[src/rtl/mnist_pkg.sv]
// Shared constants, loader state encoding and pixel quantiser for the MNIST datapath.
// Latency: n/a (declarations only).
// Backpressure: n/a.
package mnist_pkg;

   localparam int N_PIX = 784;
   localparam int PIX_W = 8;
   localparam int N_H1  = 32;
   localparam int N_OUT = 10;

   typedef enum logic [1:0] {
      LD_LOAD  = 2'd0,
      LD_FLUSH = 2'd1,
      LD_FULL  = 2'd2
   } ld_state_t;

   // uint8 -> non-negative int8 by a logical right shift; the top bit is always cleared.
   function automatic logic signed [PIX_W-1:0] pix_quant(input logic [PIX_W-1:0] pix,
                                                         input int shift);
      pix_quant = $signed(pix >> shift);
   endfunction

endpackage

[src/rtl/mnist_pixel_loader.sv]
// Purpose: stream one 28x28 uint8 frame into the int8 x buffer and hand it to FC1.
// Latency: write strobe 1 cycle after a beat; frame_ready 2 cycles after the final beat.
// Backpressure: s_ready is registered from state only; low while the frame is flushed/owned.
// The consumer-release input is named buf_release because "release" is a reserved word.
module mnist_pixel_loader #(
   parameter  int N_PIX     = mnist_pkg::N_PIX,
   parameter  int PIX_SHIFT = 1,
   localparam int ADDR_W    = $clog2(N_PIX)
) (
   input  logic                     clk,
   input  logic                     rst,
   input  logic                     s_valid,
   output logic                     s_ready,
   input  logic [7:0]               s_data,
   input  logic                     s_last,
   output logic                     x_we,
   output logic [ADDR_W-1:0]        x_addr,
   output logic signed [7:0]        x_data,
   output logic                     frame_ready,
   input  logic                     buf_release,
   output logic                     err_short,
   output logic [7:0]               frame_cnt
);
   import mnist_pkg::*;

   ld_state_t         state;
   ld_state_t         state_nxt;
   logic [ADDR_W-1:0] pix_cnt;
   logic              beat;
   logic              last_pix;
   logic              short_end;

   assign beat      = s_valid & s_ready;
   assign last_pix  = (pix_cnt == ADDR_W'(N_PIX - 1));
   // s_last on the final pixel is just the normal end of frame, not an error.
   assign short_end = beat & s_last & ~last_pix;

   // State register.
   always_ff @(posedge clk or posedge rst) begin
      if (rst) state <= LD_LOAD;
      else     state <= state_nxt;
   end

   // Next-state: fill, one flush cycle for the last write, then hold until released.
   always_comb begin
      state_nxt = state;
      case (state)
         LD_LOAD:  if (beat && last_pix) state_nxt = LD_FLUSH;
         LD_FLUSH: state_nxt = LD_FULL;
         LD_FULL:  if (buf_release) state_nxt = LD_LOAD;
         default:  state_nxt = LD_LOAD;
      endcase
   end

   // s_ready tracks the upcoming state so it is 0 in reset and has no path from s_valid.
   always_ff @(posedge clk or posedge rst) begin
      if (rst) s_ready <= 1'b0;
      else     s_ready <= (state_nxt == LD_LOAD);
   end

   // Pixel counter: advances per beat, wraps at frame end or on an early s_last.
   always_ff @(posedge clk or posedge rst) begin
      if (rst) begin
         pix_cnt <= '0;
      end else if (beat) begin
         if (last_pix || s_last) pix_cnt <= '0;
         else                    pix_cnt <= pix_cnt + 1'b1;
      end
   end

   // Registered write port into x_mem plus the short-frame error pulse.
   always_ff @(posedge clk or posedge rst) begin
      if (rst) begin
         x_we      <= 1'b0;
         x_addr    <= '0;
         x_data    <= '0;
         err_short <= 1'b0;
      end else begin
         x_we      <= beat;
         err_short <= short_end;
         if (beat) begin
            x_addr <= pix_cnt;
            x_data <= pix_quant(s_data, PIX_SHIFT);
         end
      end
   end

   // Frame handoff: ready after the flush cycle, cleared when the consumer releases.
   always_ff @(posedge clk or posedge rst) begin
      if (rst) begin
         frame_ready <= 1'b0;
         frame_cnt   <= '0;
      end else if (state == LD_FLUSH) begin
         frame_ready <= 1'b1;
         frame_cnt   <= frame_cnt + 8'd1;
      end else if (state == LD_FULL && buf_release) begin
         frame_ready <= 1'b0;
      end
   end

endmodule
[config.mk]
export PLATFORM = sky130hd
export DESIGN_NAME = mnist_pixel_loader
export DESIGN_NICKNAME = d
export VERILOG_FILES = /design/src/rtl/mnist_pkg.sv /design/src/rtl/mnist_pixel_loader.sv
export SDC_FILE = /design/constraint.sdc
export NUM_CORES = 1
export LEC_CHECK = 0
export ABC_AREA = 1
export CAP_MARGIN = 20
export CORE_ASPECT_RATIO = 1.2
export CORE_MARGIN = 4
export CORE_UTILIZATION = 24
export DETAILED_ROUTE_END_ITERATION = 10
export PLACE_DENSITY = 0.51
export REMOVE_ABC_BUFFERS = 1
export SLEW_MARGIN = 5
export SYNTH_ARGS = -nofsm -noshare
export SYNTH_HDL_FRONTEND = slang
export SYNTH_SLANG_ARGS = --single-unit
export TNS_END_PERCENT = 20
[constraint.sdc]
create_clock -name clk -period 1.43 [get_ports clk]
set_input_delay 0.286 -clock clk [delete_from_list [all_inputs] [get_ports clk]]
set_output_delay 0.286 -clock clk [all_outputs]
set_load 0.005 [all_outputs]
==> impl_metrics.env, run 1 <==
export IMPL_status="finished clean"
export IMPL_finalSetupTns_ps=0
export IMPL_cp_endpoint="pix_cnt[8]$_DFFE_PP0P_"
export IMPL_numCtsBuffers=5
export IMPL_io_pins=43
export IMPL_hold_class="in2async"
export IMPL_ys_warn_count=0
export IMPL_p_leak_nw=1.29
export IMPL_dieHeight_microns=103
export IMPL_multi_input_area_sq_um=671
export IMPL_clock_latency_ps=300
export IMPL_crit_type="reg2reg"
export IMPL_drt_iter0_drc=61
export IMPL_drive_above_1_share=0.126
export IMPL_whs_ps=229
export IMPL_critPathMaxFanout=4
export IMPL_maxClockFrequency_mhz=750
export IMPL_cts_sinks=41
export IMPL_drv_cap=0
export IMPL_clockRootBuffer="clkbuf_8"
export IMPL_period_share=0.932
export IMPL_dp_hpwl_mm=2.90
export IMPL_postPlaceCellArea_sq_um=2380
export IMPL_drc=0
export IMPL_grt_pass1_wl_mm=6.80
export IMPL_ant_nets=0
export IMPL_finalCriticalPeriod_ps=1330
export IMPL_p_per_area_nw_per_um2=984
export IMPL_p_total_mw=2.48
export IMPL_ys_seq_elements=41
export IMPL_synthDistinctLibCells=22
export IMPL_design_core_area_sq_um=7270
export IMPL_irDropWorstVdd_uv=476
export IMPL_syn_inst=203
export IMPL_grt_ovfl_total=0
export IMPL_die_w_microns=87.2
export IMPL_cp_arrival_ps=1570
export IMPL_worstRegToRegCells=7
export IMPL_io_buffers=40
export IMPL_row_count=34
export IMPL_hold_viol=0
export IMPL_yosysSeqAreaShare=0.569
export IMPL_syn_area_per_cell_sq_um=8.89
export IMPL_rsz0062_at_grt="no"
export IMPL_grt_max_degree=34
export IMPL_final_seq_area_sq_um=1030
export IMPL_final_area_sq_um=2520
export IMPL_place_congestion=0.806
export IMPL_clkTransAtPathRegs_ps=90
export IMPL_diodes=0
export IMPL_grt_pass1_vias=1477
export IMPL_track_usage=0.0956
export IMPL_dr_pass1_iters=4
export IMPL_area_growth_pct=39.8
export IMPL_cp_end_kind="flop"
export IMPL_placed_cells=338
export IMPL_stdcell_count=352
export IMPL_slew_viol_final=0
export IMPL_ctsLongestPathBuffers=2
export IMPL_cts_hold_buf=0
export IMPL_drt_total_wl_mm=3.97
export IMPL_antenna_found_initial=0
export IMPL_clock_skew_ps=6.46
export IMPL_r2r_start="pix_cnt[0]$_DFFE_PP0P_"
export IMPL_cp_startpoint="pix_cnt[0]$_DFFE_PP0P_"
export IMPL_critical_path_required_ps=1670
export IMPL_critPathLaunchType="flop"
export IMPL_start_util=0.248
export IMPL_layout_nets=276
export IMPL_r2r_slack_ps=100
export IMPL_setup_violations=0
export IMPL_die_area_sq_um=8970
export IMPL_via_per_inst=4.11
export IMPL_htree_num_levels=2
export IMPL_vias=1446
export IMPL_fillers=762
export IMPL_r2r_end="pix_cnt[8]$_DFFE_PP0P_"
export IMPL_cts_tree="yes"
export IMPL_netlist_area_sq_um=1800
export IMPL_routedWlPerCell_microns=11.3
-- per-stage QoR --
step,worst slack (ps),utilization
2_1_floorplan,-220,-
3_3_place_gp,-81.5,0.327
3_5_place_dp,-117,0.327
4_1_cts,72.5,0.344
5_1_grt,5.38,0.347
6_report,96.9,0.347
-- worst min path at each step --
| stage | start | end |
|---|---|---|
| final | rst | frame_cnt[5]$_DFFE_PP0P_ |
| after global placement | x_data[0]$_DFFE_PP0P_ | x_data[0]$_DFFE_PP0P_ |
| after CTS | rst | frame_cnt[5]$_DFFE_PP0P_ |
| after floorplan | s_data[1] | x_data[0]$_DFFE_PP0P_ |
| after global routing | rst | frame_cnt[5]$_DFFE_PP0P_ |
| after detailed placement | x_data[3]$_DFFE_PP0P_ | x_data[3]$_DFFE_PP0P_ |
-- placed cells by master (no fill, tap or decap), drive strengths merged, types with 4 or more instances in the layout --
cell / instances
buf: 16
xor2: 10
clkbuf: 5
nor2: 10
nand2: 62
o21ai: 17
dlygate4sd2: 29
inv: 26
dfrtp: 41
nand3: 14
o22ai: 4
clkdlybuf4s50: 11
-- state kept, by name (all words and copies together), names as in the netlist --
| signal | flops |
|---|---|
| err_short | 1 |
| frame_cnt | 8 |
| frame_ready | 1 |
| pix_cnt | 10 |
| s_ready | 1 |
| state | 2 |
| x_addr | 10 |
| x_data | 7 |
| x_we | 1 |
-- timing repair --
action | 4_1_cts | 5_1_grt
buffers inserted | 6 | 0
resized for setup | 29 | 4
pin swaps | 0 | 0
endpoints found under the setup margin | 29 | 9
-- synthesized netlist by cell type --
cell type / count / area, sq um
a21oi_1: 3 / 15.0
buf_2: 1 / 5.00
buf_4: 1 / 7.51
clkbuf_1: 3 / 11.3
conb_1: 1 / 3.75
dfrtp_1: 41 / 1030
ha_1: 2 / 25.0
inv_1: 27 / 101
nand2_1: 60 / 225
nand2_2: 2 / 12.5
nand3_1: 13 / 65.1
nand3_4: 1 / 17.5
nand4_1: 3 / 18.8
nor2_1: 9 / 33.8
nor2_4: 1 / 11.3
nor3_1: 3 / 15.0
o21ai_0: 14 / 70.1
o21ai_1: 2 / 10.0
o21ai_2: 1 / 8.76
o22ai_1: 4 / 25.0
xnor2_1: 1 / 8.76
xor2_1: 10 / 87.6
-- power breakdown --
part,switching (mW),internal [mW],total (mW)
combinational,0.131,0.133,0.264
sequential,0.0454,1.22,1.26
clock,0.431,0.523,0.953
-- layer usage --
| metal | GRT usage | wire length (microns) | up-vias |
|---|---|---|---|
| li1 | - | - | 747 |
| met1 | 0.122 | 1840 | 659 |
| met2 | 0.155 | 1850 | 33 |
| met3 | 0.0312 | 240 | 7 |
| met4 | 0.0272 | 45 | 0 |
| met5 | 0 | 0 | - |
-- critical path, cell delays in order (launching register included) --
cell	delay, ps
dfrtp_1	410
ha_1	220
nand3_1	130
nor2_2	60
a21oi_1	140
buf_4	150
nand4_1	90
nand2_1	80
-- area by class of cell --
type                    instances  area share
clock buffers                   5      0.0273
inverters                      27      0.0402
flip-flops and latches         41       0.407
repair buffers                 56       0.197
well taps                      90      0.0446
multi-input cells             130       0.266
clock inverters                 3      0.0184
-- cell families after synthesis --
family | Yosys count | synth area share
flops | 41 | 0.569
xor+xnor | 11 | 0.0534
other cells | 1 | 0.00208
buf+inv | 32 | 0.0693
fa+ha+maj | 2 | 0.0139
compound gates | 24 | 0.0714
simple gates | 92 | 0.221
Note: power is estimated with default switching activity, not from simulation.
==> run 2: changes to the inputs <==
--- a/config.mk
+++ b/config.mk
@@ -12,7 +12,6 @@
 export CORE_UTILIZATION = 24
 export DETAILED_ROUTE_END_ITERATION = 10
 export PLACE_DENSITY = 0.51
-export REMOVE_ABC_BUFFERS = 1
 export SLEW_MARGIN = 5
 export SYNTH_ARGS = -nofsm -noshare
 export SYNTH_HDL_FRONTEND = slang
==> run 2 against run 1 <==
Effect of this change:
- sequential share of layout area increased by 0.24 points
- critical endpoint is now frame_cnt[5]$_DFFE_PP0P_
- critical path depth decreased by 2
- maximum frequency about the same
- largest power group unchanged
- utilization decreased by 0.21 points
- cell area decreased by 0.60%
==> impl_metrics.env, run 2 (synthesis results as in run 1) <==
export IMPL_period_share=0.933
export IMPL_slew_viol_final=0
export IMPL_io_buffers=40
export IMPL_rsz0062_at_grt="no"
export IMPL_layout_nets=274
export IMPL_grt_ovfl_total=0
export IMPL_fin_ws_ps=95.5
export IMPL_grt_max_degree=42
export IMPL_synthesis_nets=218
export IMPL_grt_pass1_wl_mm=6.76
export IMPL_place_ws_ps=-67.8
export IMPL_placed_cells=336
export IMPL_diodes=0
export IMPL_row_count=34
export IMPL_via_per_inst=4.15
export IMPL_p_leak_nw=1.27
export IMPL_worstRegToRegCells=5
export IMPL_maxClockFrequency_mhz=749
export IMPL_cp_startpoint="state[1]$_DFF_PP0_"
export IMPL_clock_latency_ps=290
export IMPL_ant_nets=0
export IMPL_final_common_cell="nand2_1"
export IMPL_postPlaceCellArea_sq_um=2370
export IMPL_clkTransAtPathRegs_ps=80
export IMPL_numCtsBuffers=5
export IMPL_irDropWorstVdd_uv=387
export IMPL_dp_hpwl_mm=2.77
export IMPL_fillers=765
export IMPL_critPathMaxFanout=5
export IMPL_track_usage=0.0967
export IMPL_critical_path_required_ps=1620
export IMPL_final_area_sq_um=2510
export IMPL_r2r_slack_ps=100
export IMPL_status="finished clean"
export IMPL_hold_class="in2async"
export IMPL_place_congestion=0.723
export IMPL_stdcell_count=349
export IMPL_whs_ps=329
export IMPL_routedWlPerCell_microns=11.0
export IMPL_critPathLaunchType="flop"
export IMPL_finalSetupTns_ps=0
export IMPL_clockRootBuffer="clkbuf_8"
export IMPL_io_pins=43
export IMPL_setup_violations=0
export IMPL_vias=1448
export IMPL_final_core_util=0.345
export IMPL_die_w_microns=87.2
export IMPL_ctsLongestPathBuffers=2
export IMPL_cp_arrival_ps=1520
export IMPL_area_growth_pct=39.0
export IMPL_crit_type="reg2reg"
export IMPL_die_area_sq_um=8970
export IMPL_finalCriticalPeriod_ps=1330
export IMPL_r2r_start="state[1]$_DFF_PP0_"
export IMPL_drive_above_1_share=0.120
export IMPL_clock_skew_ps=6.65
export IMPL_start_util=0.248
export IMPL_drt_iter0_drc=100
export IMPL_cp_end_kind="flop"
export IMPL_antenna_found_initial=0
export IMPL_htree_num_levels=2
export IMPL_drv_cap=0
export IMPL_final_cell_mix="nand2_1 (60), dfrtp_1 (41), dlygate4sd2_1 (29)"
export IMPL_drc=0
export IMPL_dieHeight_microns=103
export IMPL_reg_top3="pix_cnt (10), x_addr (10), frame_cnt (8)"
export IMPL_drt_total_wl_mm=3.85
export IMPL_p_total_mw=2.45
export IMPL_grt_pass1_vias=1461
export IMPL_design_core_area_sq_um=7270
export IMPL_cts_sinks=41
export IMPL_dr_pass1_iters=4
export IMPL_cts_tree="yes"
export IMPL_p_per_area_nw_per_um2=979
export IMPL_hold_viol=0
-- run 2: critical path: stages (launching register included) --
cell and delay (ps):
dfrtp_1 400, inv_1 80, nand2_1 140, nor3_1 320, nand3_1 140, xor2_1 160
-- run 2: per-layer routing --
layer  vias up  part of all wire  GRT usage
li1        746                 -          -
met2        31              0.46      0.155
met4         0             0.016     0.0354
met5         -                 0          0
met3         5             0.068     0.0352
met1       666              0.45      0.120
-- run 2: timing repair --
item	CTS	global route
setup endpoints to repair	30	13
setup buffers	6	0
hold buffers	0	0
resized for setup	29	6
pin swaps	0	2
-- run 2: area by class of cell --
type	instances	area, sq um	share of cell area
Clock inverter	2	35.0	0.0140
Sequential cell	41	1030	0.409
Inverter	27	101	0.0404
Clock buffer	5	68.8	0.0274
Tap cell	90	113	0.0449
Timing Repair Buffer	54	482	0.192
Multi-Input combinational cell	130	682	0.272
-- run 2: where the power goes --
| part | total [mW] | internal, mW | switching, mW |
|---|---|---|---|
| combinational | 0.286 | 0.147 | 0.140 |
| sequential | 1.27 | 1.22 | 0.0488 |
| clock | 0.899 | 0.507 | 0.392 |
-- run 2: path summary, 6_finish.rpt --
| check | end |
|---|---|
| max in group asynchronous | pix_cnt[6]$_DFFE_PP0P_ |
| worst max-delay path | frame_cnt[5]$_DFFE_PP0P_ |
| worst max register to register | frame_cnt[5]$_DFFE_PP0P_ |
| min in group clk | x_addr[7]$_DFFE_PP0P_ |
| worst min-delay path | frame_cnt[4]$_DFFE_PP0P_ |
| worst min register to register | x_addr[7]$_DFFE_PP0P_ |
==> run 3: changes to the inputs <==
--- a/config.mk
+++ b/config.mk
@@ -5,13 +5,12 @@
 export SDC_FILE = /design/constraint.sdc
 export NUM_CORES = 1
 export LEC_CHECK = 0
-export ABC_AREA = 1
-export CAP_MARGIN = 20
+export ABC_AREA = 0
 export CORE_ASPECT_RATIO = 1.2
 export CORE_MARGIN = 4
 export CORE_UTILIZATION = 24
 export DETAILED_ROUTE_END_ITERATION = 10
-export PLACE_DENSITY = 0.51
+export PLACE_DENSITY = 0.5
 export SLEW_MARGIN = 5
 export SYNTH_ARGS = -nofsm -noshare
 export SYNTH_HDL_FRONTEND = slang
==> run 3 against run 2 <==
Effect of this change:
- the flow now finishes with violations (setup timing)
- first-iteration DRC count shrank 15%
- clock power is 8.0% higher
- sequential share of layout area is 2.1 points lower
- via count up 3.7%
- synthesized cell count is 8.9% lower
- utilization increased by 1.6 points
- final cell count is 1.7% lower
- global-route usage grew 0.64 points
- maximum frequency down 9.6%
==> impl_metrics.env, run 3 <==
export IMPL_slew_viol_final=0
export IMPL_reg_top3="pix_cnt (10), x_addr (10), frame_cnt (8)"
export IMPL_synthMuxAreaShare=0.00619
export IMPL_period_share=1.03
export IMPL_io_buffers=40
export IMPL_synthArstFlopShare=1.00
export IMPL_synth_common_cells="nand2_1 (64), dfrtp_1 (41), nand3_1 (10), o21ai_0 (7)"
export IMPL_start_util=0.248
export IMPL_drt_iter0_drc=85
export IMPL_clock_latency_ps=290
export IMPL_drv_cap=0
export IMPL_violations="setup timing"
export IMPL_maxClockFrequency_mhz=678
export IMPL_track_usage=0.103
export IMPL_setup_violations=6
export IMPL_row_count=34
export IMPL_r2r_slack_ps=-50
export IMPL_via_per_inst=4.38
export IMPL_final_core_util=0.361
export IMPL_design_core_area_sq_um=7320
export IMPL_crit_type="reg2reg"
export IMPL_clockRootBuffer="clkbuf_8"
export IMPL_place_ws_ps=-133
export IMPL_r2r_end="pix_cnt[3]$_DFFE_PP0P_"
export IMPL_die_area_sq_um=9040
export IMPL_finalCriticalPeriod_ps=1480
export IMPL_htree_num_levels=2
export IMPL_cts_sinks=41
export IMPL_critical_path_required_ps=1630
export IMPL_synth_compound_area_frac=0.0785
export IMPL_ys_seq_elements=41
export IMPL_diodes=0
export IMPL_placed_cells=330
export IMPL_final_common_cell="nand2_1"
export IMPL_synthDistinctLibCells=35
export IMPL_layout_nets=267
export IMPL_synth_simple_area_share=0.249
export IMPL_final_cell_mix="nand2_1 (64), dfrtp_1 (41), dlygate4sd2_1 (28)"
export IMPL_yosys_area_top_type="dfrtp_1"
export IMPL_rsz0062_at_grt="yes"
export IMPL_hold_class="in2async"
export IMPL_antenna_found_initial=0
export IMPL_netlist_area_sq_um=1820
export IMPL_yosys_area_top_type_share=0.564
export IMPL_p_leak_nw=1.36
export IMPL_wl_met1_mm=2.03
export IMPL_p_total_mw=2.47
export IMPL_status="finished, violations left"
export IMPL_stdcell_count=343
export IMPL_p_per_area_nw_per_um2=936
export IMPL_fillers=772
export IMPL_wl_met3_microns=226
export IMPL_cts_hold_buf=0
export IMPL_grt_pass1_vias=1462
export IMPL_top_layer="met4"
export IMPL_clkTransAtPathRegs_ps=80
export IMPL_critPathMaxStageDelay_ps=390
export IMPL_drc=0
export IMPL_io_pins=43
export IMPL_drive_above_1_share=0.213
export IMPL_ys_warn_count=0
export IMPL_place_congestion=0.822
export IMPL_die_w_microns=87.5
export IMPL_syn_inst=185
export IMPL_vias=1502
export IMPL_ctsLongestPathBuffers=2
export IMPL_yosys_area_share_adder=0.0138
export IMPL_yosysSeqAreaShare=0.564
export IMPL_cp_end_kind="flop"
export IMPL_dieHeight_microns=103
export IMPL_dr_pass1_iters=4
export IMPL_worstRegToRegCells=5
export IMPL_cp_arrival_ps=1670
export IMPL_grt_max_degree=42
export IMPL_syn_area_per_cell_sq_um=9.83
export IMPL_area_growth_pct=45.3
export IMPL_cts_tree="yes"
export IMPL_irDropWorstVdd_uv=453
export IMPL_synthesis_nets=200
export IMPL_fin_ws_ps=-45.9
export IMPL_grt_pass1_wl_mm=7.29
export IMPL_synth_enable_flop_cells=0
export IMPL_critPathMaxFanout=5
export IMPL_grt_ovfl_total=0
export IMPL_hold_viol=0
export IMPL_cp_slowest_cell="dfrtp_1"
export IMPL_synth_top_family_by_area="simple AND/OR/NAND/NOR gates"
export IMPL_dp_hpwl_mm=3.03
export IMPL_r2r_start="pix_cnt[0]$_DFFE_PP0P_"
export IMPL_crit_chain="ha_2, and4b_4, a41oi_4, nand2_4, o311ai_2"
export IMPL_routedWlPerCell_microns=12.5
export IMPL_critPathLaunchType="flop"
export IMPL_synthTopCellsByArea="dfrtp_1 (56%), nand2_1 (13%), xnor2_1 (2.9%)"
export IMPL_ys_flop_type="dfrtp_1"
export IMPL_yosysMostFrequentCell="nand2_1"
export IMPL_wl_met2_mm=2.00
export IMPL_synth_xor_area_share=0.0385
export IMPL_ant_nets=0
export IMPL_clock_skew_ps=4.60
export IMPL_drt_total_wl_mm=4.29
export IMPL_numCtsBuffers=5
-- run 3: cell count changes in the layout (fill, tap and decap cells not counted), moves of 3 or more --
cell / delta
o311ai_2: +3
o21ai_0: -8
nand3_1: -5
buf_4: +14
o22ai_1: -3
xnor2_1: +5
xor2_1: -8
nand2_1: +4
nand4_1: +3
inv_1: -23
buf_6: +3
and3_1: +3
nor2_1: -4
-- run 3: worst max path at each step --
stage,startpoint,endpoint,slack [ps],cells past startpoint
2_1_floorplan,pix_cnt[0]$_DFFE_PP0P_,pix_cnt[3]$_DFFE_PP0P_,2,5
3_3_place_gp,s_last,pix_cnt[7]$_DFFE_PP0P_,-90,5
3_5_place_dp,s_last,pix_cnt[5]$_DFFE_PP0P_,-130,5
4_1_cts,pix_cnt[1]$_DFFE_PP0P_,pix_cnt[3]$_DFFE_PP0P_,-110,5
5_1_grt,pix_cnt[0]$_DFFE_PP0P_,pix_cnt[3]$_DFFE_PP0P_,-110,5
6_report,pix_cnt[0]$_DFFE_PP0P_,pix_cnt[3]$_DFFE_PP0P_,-50,5
-- run 3: final cells by class --
class,instances,area (sq um),area share
timing repair buffer,71,624,0.236
inverter,4,15.0,0.00568
sequential,41,1030,0.388
clock buffer,7,86.3,0.0327
multi-input combinational,129,747,0.283
clock inverter,1,30.0,0.0114
tap,90,113,0.0426
-- run 3: where the power goes --
| group | total, mW | leakage (nW) | switching, mW | internal (mW) |
|---|---|---|---|---|
| Sequential | 1.23 | 0.548 | 0.0261 | 1.20 |
| Combinational | 0.272 | 0.756 | 0.133 | 0.139 |
| Clock | 0.971 | 0.0585 | 0.401 | 0.569 |
| Total | 2.47 | 1.36 | 0.560 | 1.91 |
-- run 3: timing repair --
item,CTS,global route
setup buffers,5,0
gates resized for setup,37,5
pin swaps,8,6
endpoints found under the setup margin,33,12
-- run 3: metal layers --
metal / vias to the layer above / global-route usage
met1: 703 / 0.144
met2: 39 / 0.158
met4: 0 / 0.0248
met5: - / 0
li1: 756 / -
met3: 4 / 0.0293
-- run 3: kinds of logic after synthesis --
group,after synthesis
fa+ha+maj,2
mux,1
flops,41
other cells,1
xor+xnor,8
simple gates,99
buf+inv,15
compound gates,18
-- run 3: critical path: cells and delay by family, from the launching register on --
| kind | cells | cell delay (ps) |
|---|---|---|
| DFF | 1 | 390 |
| and+or+nand+nor | 2 | 310 |
| AOI/OAI and AO/OA | 2 | 490 |
| adders and majority gates | 1 | 200 |
-- run 3: stage by stage --
| stage | hold slack [ps] | instance area [sq um] | TNS, ps |
|---|---|---|---|
| after global routing | 377 | 2640 | -889 |
| final | 333 | 2640 | -167 |
| after floorplan | 391 | 1820 | 0 |
| after detailed placement | 463 | 2470 | -631 |
| after global placement | 463 | 2470 | -399 |
| after CTS | 336 | 2620 | -490 |
